[src/rtl/wb_commit_stage.sv]
// -----------------------------------------------------------------------------
// wb_commit_stage
//   Writeback/commit stage of the N-issue LoongArch pipeline. Takes the EX2
//   bundle (lane 0 oldest) plus the dcache response and, one cycle later,
//   drives the register-file write ports, the CSR exception-update strobes and
//   the pipeline flush.
//
//   - Lowest faulting lane wins; it and every younger lane are killed, older
//     lanes commit. An interrupt (with any lane valid) overrides lane faults
//     and kills the whole bundle.
//   - A load/store on MEM_LANE that is still waiting on dcache holds the
//     bundle (allowin = 0) unless an older-or-same lane already faults.
//   - After an exception commit, KILL_CYCLES further bundles are dropped.
//   - Lanes write only when in_we is set; on MEM_LANE with in_is_mem set, the
//     write uses dc_rd/dc_data. Writes to r0 are dropped.
//
// Ports
//   clk, aresetn        clock, synchronous active-low reset
//   in_*                per-lane bundle from EX2 (valid, pc, inst, rd, result,
//                       we, is_mem, exc, ecode, badv)
//   dc_*                dcache response for MEM_LANE
//   irq                 masked external interrupt
//   eentry, tlbrentry   exception entry vectors
//   allowin             stage accepts the presented bundle (combinational)
//   rf_we/waddr/wdata   registered register-file write ports
//   exc_*, era_out, badv_out, wen_badv, wen_vppn, tlb_refill
//                       registered CSR exception-update outputs
//   flush, flush_pc     pipeline flush and redirect target
//
// Build option
//   WB_DEBUG_EN         adds registered dbg_pc/dbg_inst/dbg_valid/dbg_wen/
//                       dbg_wnum/dbg_wdata trace outputs.
// -----------------------------------------------------------------------------
module wb_commit_stage #(
    parameter int LANES       = 2,
    parameter int DATA_W      = 32,
    parameter int RD_W        = 5,
    parameter int MEM_LANE    = 0,
    parameter int KILL_CYCLES = 3
) (
    input  logic                    clk,
    input  logic                    aresetn,
    input  logic [LANES-1:0]        in_valid,
    input  logic [LANES*DATA_W-1:0] in_pc,
    input  logic [LANES*32-1:0]     in_inst,
    input  logic [LANES*RD_W-1:0]   in_rd,
    input  logic [LANES*DATA_W-1:0] in_result,
    input  logic [LANES-1:0]        in_we,
    input  logic [LANES-1:0]        in_is_mem,
    input  logic [LANES-1:0]        in_exc,
    input  logic [LANES*7-1:0]      in_ecode,
    input  logic [LANES*DATA_W-1:0] in_badv,
    input  logic                    dc_ready,
    input  logic [DATA_W-1:0]       dc_data,
    input  logic [RD_W-1:0]         dc_rd,
    input  logic [6:0]              dc_ecode,
    input  logic [DATA_W-1:0]       dc_badv,
    input  logic                    irq,
    input  logic [DATA_W-1:0]       eentry,
    input  logic [DATA_W-1:0]       tlbrentry,
    output logic                    allowin,
    output logic [LANES-1:0]        rf_we,
    output logic [LANES*RD_W-1:0]   rf_waddr,
    output logic [LANES*DATA_W-1:0] rf_wdata,
    output logic                    exc_flag,
    output logic [6:0]              exc_ecode,
    output logic                    exc_irq,
    output logic [DATA_W-1:0]       era_out,
    output logic [DATA_W-1:0]       badv_out,
    output logic                    wen_badv,
    output logic                    wen_vppn,
    output logic                    tlb_refill,
    output logic                    flush,
    output logic [DATA_W-1:0]       flush_pc
`ifdef WB_DEBUG_EN
    ,
    output logic [LANES*DATA_W-1:0] dbg_pc,
    output logic [LANES*32-1:0]     dbg_inst,
    output logic [LANES-1:0]        dbg_valid,
    output logic [LANES*4-1:0]      dbg_wen,
    output logic [LANES*RD_W-1:0]   dbg_wnum,
    output logic [LANES*DATA_W-1:0] dbg_wdata
`endif
);

    localparam logic [6:0] ECODE_PIL  = 7'h01;
    localparam logic [6:0] ECODE_PIS  = 7'h02;
    localparam logic [6:0] ECODE_PIF  = 7'h03;
    localparam logic [6:0] ECODE_PME  = 7'h04;
    localparam logic [6:0] ECODE_PPI  = 7'h07;
    localparam logic [6:0] ECODE_ADEF = 7'h08;
    localparam logic [6:0] ECODE_ALE  = 7'h09;
    localparam logic [6:0] ECODE_TLBR = 7'h3F;

    typedef enum logic [1:0] {ST_RUN, ST_STALL, ST_KILL} state_e;

    state_e                  state_q, state_d;
    logic [2:0]              kill_cnt_q, kill_cnt_d;

    logic [LANES-1:0]        rf_we_q, rf_we_d;
    logic [LANES*RD_W-1:0]   rf_waddr_q, rf_waddr_d;
    logic [LANES*DATA_W-1:0] rf_wdata_q, rf_wdata_d;
    logic                    exc_flag_q, exc_flag_d;
    logic [6:0]              exc_ecode_q, exc_ecode_d;
    logic                    exc_irq_q, exc_irq_d;
    logic [DATA_W-1:0]       era_q, era_d;
    logic [DATA_W-1:0]       badv_q, badv_d;
    logic                    wen_badv_q, wen_badv_d;
    logic                    wen_vppn_q, wen_vppn_d;
    logic                    tlb_refill_q, tlb_refill_d;

    logic [LANES-1:0]        lane_fault;
    logic [LANES-1:0]        lane_live;
    logic                    take_irq, early_exc, mem_wait, accept, exc_fire;
    logic                    sel_valid, sel_irq;
    int                      sel_idx;
    logic [6:0]              sel_ecode;
    logic [DATA_W-1:0]       sel_pc, sel_badv;
    logic [RD_W-1:0]         wr_rd;
    logic [DATA_W-1:0]       wr_data;

    // Fault detection, selection of the oldest fault, and the mem-wait hold.
    always_comb begin
        // NOTE: every signal gets a default before any branch, so no path
        // leaves it unassigned and no latch is inferred.
        lane_fault = '0;
        early_exc  = 1'b0;
        sel_valid  = 1'b0;
        sel_irq    = 1'b0;
        sel_idx    = 0;
        sel_ecode  = '0;
        sel_pc     = '0;
        sel_badv   = '0;

        take_irq = irq & (|in_valid);

        for (int i = 0; i < LANES; i++) begin
            lane_fault[i] = in_valid[i] & (in_exc[i] |
                            ((i == MEM_LANE) & in_is_mem[i] & dc_ready & (dc_ecode != 7'd0)));
            if (i <= MEM_LANE) early_exc = early_exc | lane_fault[i];
        end
        early_exc = early_exc | take_irq;

        if (take_irq) begin
            sel_valid = 1'b1;
            sel_irq   = 1'b1;
            sel_pc    = in_pc[DATA_W-1:0];
        end else begin
            // Walk youngest to oldest so the oldest fault overwrites the rest.
            for (int i = LANES - 1; i >= 0; i--) begin
                if (lane_fault[i]) begin
                    sel_valid = 1'b1;
                    sel_idx   = i;
                    sel_pc    = in_pc[i*DATA_W +: DATA_W];
                    sel_ecode = in_exc[i] ? in_ecode[i*7 +: 7] : dc_ecode;
                    sel_badv  = in_exc[i] ? in_badv[i*DATA_W +: DATA_W] : dc_badv;
                end
            end
        end

        mem_wait = in_valid[MEM_LANE] & in_is_mem[MEM_LANE] & ~dc_ready & ~early_exc;
        accept   = (state_q != ST_KILL) & ~mem_wait;
        exc_fire = accept & sel_valid;
    end

    assign allowin = (state_q == ST_KILL) | ~mem_wait;

    // Register-file write ports: lanes older than the selected fault commit.
    always_comb begin
        lane_live  = '0;
        rf_we_d    = '0;
        rf_waddr_d = '0;
        rf_wdata_d = '0;
        wr_rd      = '0;
        wr_data    = '0;
        for (int i = 0; i < LANES; i++) begin
            lane_live[i] = accept & in_valid[i] & ~(sel_valid & (i >= sel_idx));
            if ((i == MEM_LANE) && in_is_mem[i]) begin
                wr_rd   = dc_rd;
                wr_data = dc_data;
            end else begin
                wr_rd   = in_rd[i*RD_W +: RD_W];
                wr_data = in_result[i*DATA_W +: DATA_W];
            end
            if (lane_live[i] && in_we[i] && (wr_rd != '0)) begin
                rf_we_d[i]                    = 1'b1;
                rf_waddr_d[i*RD_W +: RD_W]     = wr_rd;
                rf_wdata_d[i*DATA_W +: DATA_W] = wr_data;
            end
        end
    end

    // Exception update strobes and the run/stall/kill sequencing.
    always_comb begin
        exc_flag_d   = exc_fire;
        exc_ecode_d  = exc_fire ? sel_ecode : '0;
        exc_irq_d    = exc_fire & sel_irq;
        era_d        = exc_fire ? sel_pc : '0;
        badv_d       = exc_fire ? sel_badv : '0;
        wen_badv_d   = exc_fire & (sel_ecode inside {ECODE_PIL, ECODE_PIS, ECODE_PIF, ECODE_PME,
                                                     ECODE_PPI, ECODE_ADEF, ECODE_ALE, ECODE_TLBR});
        wen_vppn_d   = exc_fire & (sel_ecode inside {ECODE_PIL, ECODE_PIS, ECODE_PIF, ECODE_PME,
                                                     ECODE_PPI, ECODE_TLBR});
        tlb_refill_d = exc_fire & (sel_ecode == ECODE_TLBR);

        state_d    = state_q;
        kill_cnt_d = kill_cnt_q;
        unique case (state_q)
            ST_RUN, ST_STALL: begin
                if (exc_fire) begin
                    state_d    = ST_KILL;
                    kill_cnt_d = 3'(KILL_CYCLES);
                end else if (mem_wait) begin
                    state_d = ST_STALL;
                end else begin
                    state_d = ST_RUN;
                end
            end
            ST_KILL: begin
                // The counter covers exactly KILL_CYCLES dropped bundles.
                if (kill_cnt_q <= 3'd1) begin
                    state_d    = ST_RUN;
                    kill_cnt_d = '0;
                end else begin
                    kill_cnt_d = kill_cnt_q - 3'd1;
                end
            end
            default: begin
                state_d    = ST_RUN;
                kill_cnt_d = '0;
            end
        endcase
    end

    always_ff @(posedge clk) begin
        // NOTE: state uses non-blocking assignments so every flop samples the
        // pre-edge value; reset is synchronous, sampled only on the clock edge.
        if (!aresetn) begin
            state_q      <= ST_RUN;
            kill_cnt_q   <= '0;
            rf_we_q      <= '0;
            rf_waddr_q   <= '0;
            rf_wdata_q   <= '0;
            exc_flag_q   <= 1'b0;
            exc_ecode_q  <= '0;
            exc_irq_q    <= 1'b0;
            era_q        <= '0;
            badv_q       <= '0;
            wen_badv_q   <= 1'b0;
            wen_vppn_q   <= 1'b0;
            tlb_refill_q <= 1'b0;
        end else begin
            state_q      <= state_d;
            kill_cnt_q   <= kill_cnt_d;
            rf_we_q      <= rf_we_d;
            rf_waddr_q   <= rf_waddr_d;
            rf_wdata_q   <= rf_wdata_d;
            exc_flag_q   <= exc_flag_d;
            exc_ecode_q  <= exc_ecode_d;
            exc_irq_q    <= exc_irq_d;
            era_q        <= era_d;
            badv_q       <= badv_d;
            wen_badv_q   <= wen_badv_d;
            wen_vppn_q   <= wen_vppn_d;
            tlb_refill_q <= tlb_refill_d;
        end
    end

    assign rf_we      = rf_we_q;
    assign rf_waddr   = rf_waddr_q;
    assign rf_wdata   = rf_wdata_q;
    assign exc_flag   = exc_flag_q;
    assign exc_ecode  = exc_ecode_q;
    assign exc_irq    = exc_irq_q;
    assign era_out    = era_q;
    assign badv_out   = badv_q;
    assign wen_badv   = wen_badv_q;
    assign wen_vppn   = wen_vppn_q;
    assign tlb_refill = tlb_refill_q;
    assign flush      = exc_flag_q;
    assign flush_pc   = tlb_refill_q ? tlbrentry : eentry;

`ifdef WB_DEBUG_EN
    localparam logic [31:0] NOP_INST = 32'h0340_0000;

    logic [LANES*DATA_W-1:0] dbg_pc_q, dbg_pc_d;
    logic [LANES*32-1:0]     dbg_inst_q, dbg_inst_d;
    logic [LANES-1:0]        dbg_valid_q, dbg_valid_d;
    logic [LANES*4-1:0]      dbg_wen_q, dbg_wen_d;

    // Killed, stalled or flushed lanes trace as pc 0 with a NOP.
    always_comb begin
        dbg_pc_d    = '0;
        dbg_inst_d  = '0;
        dbg_valid_d = lane_live;
        dbg_wen_d   = '0;
        for (int i = 0; i < LANES; i++) begin
            dbg_inst_d[i*32 +: 32] = NOP_INST;
            if (lane_live[i]) begin
                dbg_pc_d[i*DATA_W +: DATA_W] = in_pc[i*DATA_W +: DATA_W];
                dbg_inst_d[i*32 +: 32]       = in_inst[i*32 +: 32];
            end
            dbg_wen_d[i*4 +: 4] = {3'b000, rf_we_d[i]};
        end
    end

    always_ff @(posedge clk) begin
        if (!aresetn) begin
            dbg_pc_q    <= '0;
            dbg_inst_q  <= '0;
            dbg_valid_q <= '0;
            dbg_wen_q   <= '0;
        end else begin
            dbg_pc_q    <= dbg_pc_d;
            dbg_inst_q  <= dbg_inst_d;
            dbg_valid_q <= dbg_valid_d;
            dbg_wen_q   <= dbg_wen_d;
        end
    end

    assign dbg_pc    = dbg_pc_q;
    assign dbg_inst  = dbg_inst_q;
    assign dbg_valid = dbg_valid_q;
    assign dbg_wen   = dbg_wen_q;
    assign dbg_wnum  = rf_waddr_q;
    assign dbg_wdata = rf_wdata_q;
`else
    // Instruction words only feed the trace outputs.
    logic unused_inputs;
    assign unused_inputs = ^{in_inst, in_is_mem};
`endif

endmodule

[config.mk]
export PLATFORM = sky130hd
export DESIGN_NAME = wb_commit_stage
export DESIGN_NICKNAME = d
export VERILOG_FILES = /design/src/rtl/wb_commit_stage.sv
export SDC_FILE = /design/constraint.sdc
export NUM_CORES = 1
export LEC_CHECK = 0
export BUFFER_PORTS_ARGS = -buffer_cell sky130_fd_sc_hd__buf_2
export CAP_MARGIN = 0
export CORE_AREA = 2 2 238 240
export CTS_BUF_LIST = sky130_fd_sc_hd__clkbuf_2 sky130_fd_sc_hd__clkbuf_4 sky130_fd_sc_hd__clkbuf_8
export DETAILED_ROUTE_END_ITERATION = 8
export DIE_AREA = 0 0 240 242
export PLACE_DENSITY = 0.41
export SYNTH_ARGS = -nofsm -noshare
export SYNTH_HDL_FRONTEND = slang
export SYNTH_SLANG_ARGS = --single-unit
[constraint.sdc]
create_clock -name clk -period 1.6 [get_ports clk]
set_input_delay 0 -clock clk [delete_from_list [all_inputs] [get_ports clk]]
set_output_delay 0 -clock clk [all_outputs]
set_load 0.005 [all_outputs]
; ---- After elaboration in Yosys (flattened, before gate mapping)
; Cells that the tools add are included.
[op_classes]
add_sub_neg = 1
n_mul = 0
div_mod_pow = 0
n_lt_le_gt_ge = 3
n_eq_ne = 13
n_shift = 0
muxes = 31
bitwise = 30
reduce_logical = 16
[ops]
columns = operator, count
row1 = two-way mux 32 bit, 11
row2 = two-way mux 7 bit, 5
row3 = ">= comparator 1 x 32 -> 1 bit, first input constant", 1
row4 = ">= comparator 2 x 32 -> 1 bit, first input constant", 1
row5 = AND 1 bit, 20
row6 = "equality test 7 x 2 -> 1 bit, second input constant", 2
row7 = "equality test 7 x 3 -> 1 bit, second input constant", 2
row8 = "equality test 7 x 4 -> 1 bit, second input constant", 2
row9 = nonzero test 5 bit, 2
row10 = two-way mux 1 bit, 8
row11 = nonzero test 8 bit, 1
row12 = "equality test 7 x 1 -> 1 bit, second input constant", 1
row13 = "equality test 7 x 6 -> 1 bit, second input constant", 1
row14 = NOT 1 bit, 7
row15 = nonzero test 7 bit, 1
row16 = two-way mux 3 bit, 2
row17 = case mux 3 bit (2 select lines), 1
row18 = AND reduction 2 bit, 3
row19 = nonzero test 6 bit, 1
row20 = two-way mux 5 bit, 1
row21 = logical AND 1 bit, 4
row22 = two-way mux 2 bit, 2
row23 = "inequality test 2 bit, second input constant", 2
row24 = case mux 2 bit (2 select lines), 1
row25 = 9 further kinds, 12
[word_totals]
reg_bits = 157
latch_bits = 0
ram_bits = 0
romBits = 0
inputBits = 432
out_inout_bits = 186
elab_cells = 109
memories = 0

; ---- Logic depth before layout (Yosys ltp)
; Gate-level depths: netlist (run 1).
[depth]
ltp_word = 14
mapped_depth = 9
depth_no_buf = 7

; ---- Worst setup path after synthesis (run 1)
; Ideal clock, no wire load.
[synth_timing]
path_kind = register to register
from = reg state_q[1]
to = reg era_q[10] (netlist: era_out[10])
setup_ns = 0.117
t_arrival_ns = 1.434
required_time_ns = 1.483
slack_ns = 0.049
stages_incl_launch_ff = 8
n_path_buf = 2
period_less_slack_ns = 1.551
cell_sequence = dfxtp_1 nand2b_1 nand3_1 a21o_1 clkbuf_1 nor3_2 buf_2 a22o_1
[synth_via]
elab_chain_cells = 4
[synth_rtl]
columns = item, line_no
row1 = from (decl), 97  ; state_e state_q, state_d;
row2 = from (signal assigned), 253  ; state_q <= state_d;
row3 = inequality test 2 bit, 162  ; accept = (state_q != ST_KILL) & ~mem_wait;
row4 = AND 1 bit, 162
row5 = AND 1 bit, 163  ; exc_fire = accept & sel_valid;
row6 = AND reduction 2 bit (no line), n/a
row7 = to (signal assigned), 261  ; era_q <= era_d;
row8 = to (decl), 106  ; logic [DATA_W-1:0] era_q, era_d;
; Every way passes these cells.
; A chain may end at the register's enable or synchronous reset.

; ---- Worst setup path after layout (run 1)
[layout_timing]
from = reg state_q[0]
to = reg rf_wdata_q[60] (netlist: rf_wdata[60])
[layout_via]
elab_chain_cells = 7
[layout_rtl]
columns = item, line_no
row1 = inequality test 2 bit, 162
row2 = AND 1 bit, 162
row3 = AND 1 bit (2 in series), 177  ; lane_live[i] = accept & in_valid[i] & ~(sel_valid & (i >= sel_idx));
row4 = logical AND 1 bit (2 in series), 185  ; if (lane_live[i] && in_we[i] && (wr_rd != '0)) begin
row5 = AND reduction 2 bit (no line), n/a
row6 = to (signal assigned), 257  ; rf_wdata_q <= rf_wdata_d;
row7 = to (decl), 102  ; logic [LANES*DATA_W-1:0] rf_wdata_q, rf_wdata_d;
; Every way passes these cells.

==> impl_metrics.csv, run 1 <==
group,metric,value,unit
worst_setup_path,crit_type,"reg -> reg",
worst_setup_path,startpoint_type,"flip-flop",
timing,rsz0062_at_grt,"true",
power,finalPower,9680,uW
synth,syn_area,0.00646,sq mm
global_routing,grt_first_pass_wirelength,51000,microns
drt,firstDrtPassIters,5,
timing,hold_viol,0,
worst_setup_path,crit_path_start,"state_q[0]$_SDFFE_PN0P_",
status,violations,"setup timing",
clocking,clk_latency,0.55,ns
worst_setup_path,cp.arrival,2.17,ns
synth,netlist_instances,679,
floorplanning,die_w,240,microns
global_routing,grt-ovfl-total,0,
timing,finClkSkew,0.0112,ns
timing,fmax,598,MHz
synth,yosysUniqueCellTypes,47,
timing,min_period_over_period,105,%
flow_run,cap_violations,0,
worst_setup_path,cp_max_fo,5,
timing,tightest_slew,0.715,ns
drt,route.detailed.drc,0,
floorplanning,start_util,11.6,%
synth,ys_warn_count,0,
timing,drv_slew,0,
worst_setup_path,ff2ff_path_depth,10,
global_routing,grt_max_degree,68,
finish,fin_cells,2336,
timing,period_minus_slack,1.67,ns
clocking,cts.reportedPaths.clkPinSlew,0.10,ns
global_routing,antenna_found_initial,8,
drt,wl,36900,microns
finish,area_delta_synth_final,123,%
worst_setup_path,r2r_end,"rf_wdata[60]$_SDFF_PN0_",
clocking,cts_tree,"yes",
clocking,clock_sinks,157,
finish,drive_gt1_share,48.6,%
global_routing,track_usage,12.0,%
power,p_leak,0.00688,uW
place,io_buffers,552,
status,outcome,"finished with violations",
timing,relSlewSlack,52.2,%
synth,ys_ff_latch,157,
drt,ant_nets,0,
power,p_per_area,673,mW/mm^2
synth,syn_nets,1113,
clocking,cts-htree-levels,4,
floorplanning,ios,618,
timing,setup_slack,-0.0733,ns
drt,drt_iter0_markers,315,
place,routabilityCongestion,0.850,
synth,synth_edf_count,0,
clocking,root_buffer,"clkbuf_8",
clocking,clock_path_buffers,2,
place,place_inst,1987,
clocking,cts_inserted_buffers,17,
floorplanning,coreArea,0.0557,sq mm
worst_setup_path,crit_path_end,"rf_wdata[60]$_SDFF_PN0_",
hold_path,hp-start,"dc_ecode[1]",
timing,setup_viol,38,
synth,avgSynthCellArea,9.52,sq um
worst_setup_path,endpoint_kind,"flip-flop",
worst_setup_path,ff2ff_setup_slack,-0.07,ns
drt,viasPerCell,3.68,
finish,utilization,25.8,%
finish,layout_commonest_cell,"buf_2",
finish,final_cell_mix,"buf_2, dlygate4sd3_1, dfxtp_1",
synth,synth-seq-area-share,48.6,%
global_routing,first_global_vias,8872,
synth,synth_flop_cell,"dfxtp_1",
worst_setup_path,critPathRequiredTime,2.10,ns
synth,ys_async_sr_fraction,0,%
floorplanning,dieArea,0.0581,sq mm
hold_path,worstHoldPathType,"in -> reg",
worst_setup_path,r2r-start,"state_q[0]$_SDFFE_PN0P_",
power,ir_drop,568,uV
drt,wl_per_cell,15.8,microns
floorplanning,die_height,242,microns
drt,vias,8593,
finish,nNetsFinal,1996,
place,dp_hpwl,26000,microns
floorplanning,placementRows,87,
==> registers in the layout (all words and copies together), names as in the netlist, 2 cells and up <==
name,flops
rf_waddr,10
era_out,32
rf_wdata,64
kill_cnt_q,3
rf_we,2
exc_ecode,7
badv_out,32
state_q,2
==> per-layer routing <==
| metal | vias up | track usage, % | share of wire, % |
|---|---|---|---|
| met2 | 387 | 21.6 | 50 |
| met4 | 2 | 5.54 | 3.0 |
| met5 | - | 0 | 0.030 |
| met1 | 4023 | 12.5 | 40 |
| met3 | 48 | 3.79 | 7.0 |
| li1 | 4133 | - | - |
==> kinds of logic (layout without fill, tap and decap cells) <==
logic type      after synthesis  after routing  share of synthesized area, %
mux                         108            108                          17.4
other cells                   0              5                             0
buf+inv                      59            955                          4.24
xor+xnor                      3              3                         0.407
fa+ha+maj                     2              2                         0.387
simple gates                248            248                          18.5
flops                       157            157                          48.6
compound gates              102            102                          10.5
==> worst min-delay path by stage <==
stage / slack (ns) / endpoint / depth (start not counted)
6_report: 0.10 / exc_ecode[1]$_SDFF_PN0_ / 6
5_1_grt: 0.06 / exc_irq$_SDFF_PN0_ / 4
4_1_cts: 0.01 / wen_vppn$_SDFF_PN0_ / 6
3_5_place_dp: 0.20 / rf_wdata[56]$_SDFF_PN0_ / 2
3_3_place_gp: 0.20 / rf_wdata[50]$_SDFF_PN0_ / 2
2_1_floorplan: 0.12 / kill_cnt_q[0]$_SDFFE_PN0P_ / 1
==> worst max-delay path, stage by stage (launching register included) <==
cell	delay, ns
dfxtp_2	0.33
nand2b_4	0.13
nand2_4	0.05
nor3b_4	0.21
buf_6	0.13
nor4b_4	0.17
buf_4	0.16
buf_6	0.12
buf_12	0.11
buf_12	0.10
and2_4	0.13
==> timing repair <==
item	CTS	global route
setup buffers	10	5
setup endpoints to repair	65	125
pin swaps	4	37
gates resized for setup	16	80
hold buffers	290	0
endpoints found under the hold margin	155	0
gates cloned	4	9
==> Yosys cell counts, drive strengths merged, types with 3 or more instances <==
cell type,count,area (sq um)
a21o,3,22.5
a21oi,31,159
a22o,12,105
a31oi,36,225
and2,39,244
buf,27,154
clkbuf,24,90.1
dfxtp,157,3140
inv,8,30.0
mux2,34,383
mux2i,74,741
nand2,31,119
nand3,24,120
nand4,3,18.8
nor2,124,465
nor3,9,55.1
nor4,6,67.6
o21ai,5,25.0
or4,3,22.5
xor2,3,26.3
==> metrics by stage <==
stage	hold slack (ns)	area (sq um)	setup slack, ns	TNS [ns]
5_1_grt	0.0566	14400	-0.145	-7.09
3_5_place_dp	0.204	10400	-0.620	-52.95
2_1_floorplan	0.118	6460	0.0493	0
4_1_cts	0.0118	14000	-0.162	-6.13
3_3_place_gp	0.200	10400	-0.633	-50.26
6_report	0.102	14400	-0.0733	-1.07
==> where the power goes <==
part	leakage (uW)	switching, uW	internal (uW)
Combinational	0.00539	948	1360
Sequential	0.00127	38.8	4020
Clock	0.000209	1970	1340
==> area by class of cell <==
| class | count | area (sq um) |
|---|---|---|
| inverter | 8 | 30.0 |
| tap | 756 | 946 |
| sequential | 157 | 3150 |
| timing repair buffer | 915 | 6510 |
| fill | 5962 | 41300 |
| antenna | 5 | 12.5 |
| clock buffer | 17 | 234 |
| multi-input combinational | 463 | 3310 |
| clock inverter | 15 | 195 |
Note: power is estimated with default switching activity, not from simulation.
==> inputs of run 2 (changes only) <==
--- a/config.mk
+++ b/config.mk
@@ -7,11 +7,13 @@
 export LEC_CHECK = 0
 export BUFFER_PORTS_ARGS = -buffer_cell sky130_fd_sc_hd__buf_2
 export CAP_MARGIN = 0
-export CORE_AREA = 2 2 238 240
+export CELL_PAD_IN_SITES_DETAIL_PLACEMENT = 1
+export CELL_PAD_IN_SITES_GLOBAL_PLACEMENT = 1
+export CORE_AREA = 2 2 242 244
 export CTS_BUF_LIST = sky130_fd_sc_hd__clkbuf_2 sky130_fd_sc_hd__clkbuf_4 sky130_fd_sc_hd__clkbuf_8
 export DETAILED_ROUTE_END_ITERATION = 8
-export DIE_AREA = 0 0 240 242
-export PLACE_DENSITY = 0.41
+export DIE_AREA = 0 0 244 246
+export PLACE_DENSITY = 0.51
 export SYNTH_ARGS = -nofsm -noshare
 export SYNTH_HDL_FRONTEND = slang
 export SYNTH_SLANG_ARGS = --single-unit
==> run 2 against run 1 <==
  * The run still ends with setup timing left
  * Non-clock buffer count fell by 34
  * Routed wire length rose by 10%
  * Final cell count fell by 1.1%
  * Sequential cell count stayed put
  * Largest cell class unchanged
  * Final area decreased by 1.2%
  * Maximum frequency rose by 2.5%
  * Utilization down 1.0 points
  * Die area increased by 3.3%
  * Largest power group unchanged
==> impl_metrics.csv, run 2 (same netlist as run 1, synthesis figures left out) <==
group,metric,value,unit
status,outcome,"finished with violations",
status,violations,"setup timing",
finish,fin_cells,2311,
global_routing,antenna_found_initial,4,
worst_setup_path,ff2ff_path_depth,7,
worst_setup_path,critPathRequiredTime,1.60,ns
timing,period_minus_slack,1.63,ns
drt,route.detailed.drc,0,
power,p_comb_share,24.5,%
drt,vias,8479,
hold_path,hold_end,"rf_we[1]$_SDFF_PN0_",
timing,rsz0062_at_grt,"true",
power,sw_frac_of_total,29.3,%
timing,setup_tns,-0.431,ns
finish,layout_commonest_cell,"buf_2",
drt,ant_nets,0,
floorplanning,placementRows,88,
finish,drive_gt1_share,46.6,%
drt,firstDrtPassIters,4,
global_routing,grt_first_pass_wirelength,56400,microns
hold_path,worstHoldPathType,"in -> reg",
worst_setup_path,r2r_end,"rf_wdata[40]$_SDFF_PN0_",
worst_setup_path,cp.arrival,1.63,ns
power,internal_power,6890,uW
global_routing,grt_max_degree,69,
power,ir_drop,567,uV
floorplanning,start_util,11.3,%
global_routing,grt-ovfl-total,0,
worst_setup_path,startpoint_type,"flip-flop",
drt,viasPerCell,3.67,
clocking,cts-htree-levels,4,
finish,nNetsFinal,1962,
worst_setup_path,crit_type,"reg -> out",
floorplanning,die_w,244,microns
clocking,cts_tree,"yes",
clocking,clock_path_buffers,2,
clocking,cts_inserted_buffers,17,
power,p_seq_share,41.5,%
timing,tightest_slew,0.713,ns
timing,min_period_over_period,102,%
timing,fmax,612,MHz
drt,drt_iter0_markers,166,
drt,wl,40800,microns
clocking,cts.reportedPaths.clkPinSlew,0.09,ns
worst_setup_path,ff2ff_setup_slack,-0.01,ns
worst_setup_path,r2r-start,"state_q[0]$_SDFFE_PN0P_",
worst_setup_path,cp_max_fo,8,
clocking,clk_latency,0.54,ns
timing,fin_worst_hold_slack,0.0851,ns
drt,wl_per_cell,17.6,microns
finish,final_cell_mix,"buf_2, dlygate4sd3_1, dfxtp_1",
global_routing,track_usage,12.8,%
floorplanning,coreArea,0.0574,sq mm
hold_path,hp-start,"in_valid[1]",
place,dp_hpwl,28600,microns
clocking,clock_sinks,157,
clocking,root_buffer,"clkbuf_8",
power,p_sw,2860,uW
timing,finClkSkew,0.0153,ns
place,place_inst,1995,
floorplanning,dieArea,0.0600,sq mm
power,p_clk_share,34.0,%
finish,largest_reg_flops,64,
global_routing,first_global_vias,9239,
timing,hold_viol,0,
power,p_per_area,686,mW/mm^2
finish,area_delta_synth_final,120,%
finish,design_area,0.0142,sq mm
floorplanning,ios,618,
worst_setup_path,endpoint_kind,"primary output",
floorplanning,die_height,246,microns
timing,setup_viol,25,
timing,relSlewSlack,52.2,%
place,placed_area,0.0105,sq mm
power,p_leak,0.00682,uW
place,io_buffers,552,
timing,drv_slew,0,
finish,utilization,24.8,%
timing,setup_slack,-0.0329,ns
hold_path,min_path_cells,5,
flow_run,cap_violations,0,
place,routabilityCongestion,0.753,
run 2: worst max-delay path by stage:
stage                                  from                endpoint  cells past startpoint
detailed placement                in_exc[0]  era_out[27]$_SDFF_PN0_                      7
CTS                   tlb_refill$_SDFF_PN0_            flush_pc[21]                      4
global route          tlb_refill$_SDFF_PN0_             flush_pc[4]                      4
global placement                  in_exc[0]  era_out[10]$_SDFF_PN0_                      7
floorplan           state_q[1]$_SDFFE_PN0P_  era_out[10]$_SDFF_PN0_                      7
finish                tlb_refill$_SDFF_PN0_             flush_pc[0]                      4
run 2: power groups by stage:
stage                     Clock [uW]  Sequential, uW  Combinational [uW]
after global routing            3720            4060                2590
after global placement             0            4140                1610
after detailed placement           0            4140                1630
after CTS                       3610            4050                2300
after floorplan                    0            4150                 608
final                           3320            4050                2390
run 2: metrics by stage:
stage,total power [uW],setup slack (ns)
floorplan,4760,0.0493
global placement,5740,-0.425
detailed placement,5770,-0.567
CTS,9960,-0.171
global route,10400,-0.148
finish,9760,-0.0329
run 2: metal layers:
layer,routed length [microns],vias to the layer above,track usage (%)
met5,0,-,0
met4,1020,0,4.90
met3,2800,50,4.36
met2,21000,356,23.5
met1,15900,4018,13.5
li1,-,4055,-
run 2: repair_timing:
item	CTS	global route
setup endpoints to repair	86	96
hold buffers	266	0
endpoints found under the hold margin	155	0
resized for setup	62	43
pin swaps	2	21
gates cloned	4	4
setup buffers	3	2
run 2: cell type report:
cell class	count	area, sq um
multi-input combinational	463	3270
antenna	6	15.0
clock inverter	12	154
sequential	157	3150
timing repair buffer	881	6390
tap	765	957
clock buffer	19	255
fill	6770	43100
inverter	8	30.0
run 2: worst max-delay path: stages (launching register included):
cell,delay (ns)
dfxtp_4,0.38
buf_12,0.13
buf_16,0.15
mux2_4,0.31
buf_6,0.12
==> inputs of run 3 (changes only) <==
--- a/config.mk
+++ b/config.mk
@@ -9,10 +9,10 @@
 export CAP_MARGIN = 0
 export CELL_PAD_IN_SITES_DETAIL_PLACEMENT = 1
 export CELL_PAD_IN_SITES_GLOBAL_PLACEMENT = 1
-export CORE_AREA = 2 2 242 244
+export CORE_AREA = 2 2 237 239
 export CTS_BUF_LIST = sky130_fd_sc_hd__clkbuf_2 sky130_fd_sc_hd__clkbuf_4 sky130_fd_sc_hd__clkbuf_8
 export DETAILED_ROUTE_END_ITERATION = 8
-export DIE_AREA = 0 0 244 246
+export DIE_AREA = 0 0 239 241
 export PLACE_DENSITY = 0.51
 export SYNTH_ARGS = -nofsm -noshare
 export SYNTH_HDL_FRONTEND = slang
==> constraint.sdc (replaced) <==
create_clock -name clk -period 1.9 [get_ports clk]
set_input_delay 0 -clock clk [delete_from_list [all_inputs] [get_ports clk]]
set_output_delay 0 -clock clk [all_outputs]
set_load 0.005 [all_outputs]
==> run 3 against run 2 <==
  * Final cell count decreased by 4.2%
  * Via count is 3.8% lower
  * Largest power group unchanged
  * Clock power fell by 20%
  * First-iteration DRC count grew 3.0%
  * Largest cell class unchanged
  * Utilization fell by 0.52 points
  * The flow now finishes without violations
  * Routed wire length is 11% lower
  * Critical path type is now in -> reg
  * Critical endpoint is now badv_out[6]$_SDFF_PP0_
  * Power decreased by 19%
  * Highest routed layer is now met5
==> impl_metrics.csv, run 3 (same netlist as run 1, synthesis figures left out) <==
group,metric,value,unit
timing,period_minus_slack,1.83,ns
drt,ant_nets,0,
clocking,clk_latency,0.54,ns
floorplanning,die_w,239,microns
power,p_leak,0.00643,uW
clocking,clock_sinks,157,
floorplanning,start_util,11.8,%
floorplanning,coreArea,0.0549,sq mm
worst_setup_path,endpoint_kind,"flip-flop",
timing,min_period_over_period,96.3,%
timing,hold_viol,0,
worst_setup_path,startpoint_type,"primary input",
clocking,cts_tree,"yes",
place,routabilityCongestion,0.738,
clocking,cts-htree-levels,4,
clocking,post_cts_buffers,0,
drt,firstDrtPassIters,4,
place,io_buffers,552,
power,finalPower,7880,uW
place,dp_hpwl,27000,microns
drt,drt_iter0_markers,171,
timing,fmax,547,MHz
worst_setup_path,critical_path.top_delay_family,"buffers and inverters",
global_routing,grt_first_pass_wirelength,51600,microns
worst_setup_path,cpMaxStageDelayCell,"dlygate4sd3_1",
timing,fin_worst_hold_slack,0.0617,ns
global_routing,first_global_vias,8885,
hold_path,worstHoldPathType,"in -> reg",
power,ir_drop,417,uV
finish,largest_reg_flops,64,
global_routing,track_usage,12.2,%
finish,layout_commonest_cell,"buf_2",
timing,drv_slew,0,
floorplanning,dieArea,0.0576,sq mm
timing,relSlewSlack,69.4,%
global_routing,grtUsageMet3,4.39,%
global_routing,busiest_layer,"met2",
status,outcome,"finished, final reports clean",
global_routing,grt-ovfl-total,0,
finish,final_cell_mix,"buf_2, dlygate4sd3_1, dfxtp_1",
finish,drive_gt1_share,44.6,%
power,p_per_area,592,mW/mm^2
worst_setup_path,cp.arrival,2.27,ns
worst_setup_path,path_cells,"dlygate4sd3_1 > buf_2 > a21oi_4 > a211o_4 > buf_12 > nor2_1 > a31oi_1 > dlygate4sd3_1 > nor2_1",
floorplanning,placementRows,86,
floorplanning,ios,618,
finish,area_delta_synth_final,106,%
finish,nNetsFinal,1925,
global_routing,antenna_found_initial,8,
clocking,root_buffer,"clkbuf_8",
worst_setup_path,critPathBufInv,4,
global_routing,groute.layer.met1.usage,12.7,%
clocking,cts.reportedPaths.clkPinSlew,0.11,ns
clocking,clock_path_buffers,2,
worst_setup_path,crit_type,"in -> reg",
timing,tightest_slew,0.454,ns
flow_run,cap_violations,0,
worst_setup_path,cp_max_fo,68,
drt,viasPerCell,3.69,
worst_setup_path,critPathRequiredTime,2.34,ns
timing,finClkSkew,0.0115,ns
floorplanning,die_height,241,microns
timing,setup_viol,0,
worst_setup_path,cpPeakStageDelay,0.58,ns
clocking,cts_inserted_buffers,17,
drt,wl_per_cell,16.4,microns
drt,route.detailed.drc,0,
drt,vias,8159,
global_routing,met2_usage,22.2,%
drt,wl,36300,microns
global_routing,grt_max_degree,69,
-- run 3: through the flow --
| stage | TNS, ns | area (sq um) | setup WS [ns] | util [%] | instances |
|---|---|---|---|---|---|
| floorplan | 0 | 6460 | 0.349 | - | 679 |
| finish | 0 | 13300 | 0.0708 | 24.3 | 2214 |
| detailed placement | 0 | 10200 | 0.0332 | 18.6 | 1915 |
| CTS | 0 | 13200 | 0.0190 | 24.1 | 2207 |
| global placement | 0 | 10200 | 0.0228 | 18.6 | 1915 |
| global route | -0.0311 | 13300 | -0.0118 | 24.3 | 2213 |
-- run 3: power by group --
| group | total (uW) | internal, uW | switching, uW |
|---|---|---|---|
| clock | 2650 | 1010 | 1640 |
| combinational | 1820 | 1060 | 756 |
| sequential | 3410 | 3380 | 33.3 |
-- run 3: area by class of cell --
type / instances / area [sq um]
Sequential cell: 157 / 3140
Clock inverter: 14 / 144
Timing Repair Buffer: 844 / 5760
Multi-Input combinational cell: 463 / 3100
Antenna cell: 6 / 15.0
Fill cell: 6571 / 41600
Clock buffer: 18 / 248
Inverter: 8 / 30.0
Tap cell: 704 / 881
-- run 3: path summary, 6_finish.rpt --
kind | cells after the start | slack (ns) | end | start
max reg2reg | 6 | 0.16 | rf_wdata[63]$_SDFF_PN0_ | state_q[1]$_SDFFE_PN0P_
min | 4 | 0.06 | tlb_refill$_SDFF_PN0_ | in_ecode[6]
max | 9 | 0.07 | badv_out[6]$_SDFF_PP0_ | dc_ready
min reg2reg | 1 | 0.47 | kill_cnt_q[2]$_SDFFE_PN0P_ | kill_cnt_q[2]$_SDFFE_PN0P_
-- run 3: worst min-delay path, cell delays in order --
cell	delay [ns]
buf_2	0.10
o21ai_0	0.12
a21oi_1	0.28
nor4_1	0.08
-- run 3: what timing repair did --
action	in CTS	in global routing
setup endpoints to repair	29	59
endpoints found under the hold margin	156	0
gates cloned	0	1
pin swaps	0	2
hold buffers	260	0
gates resized for setup	1	13
-- run 3: routing by layer --
layer  share of wire (%)  wire, microns  vias to the layer above
li1                    -              -                     3977
met1                  39          14200                     3802
met2                  51          18500                      331
met3                 7.7           2810                       43
met4                 2.2            787                        6
met5                0.11             40                        -
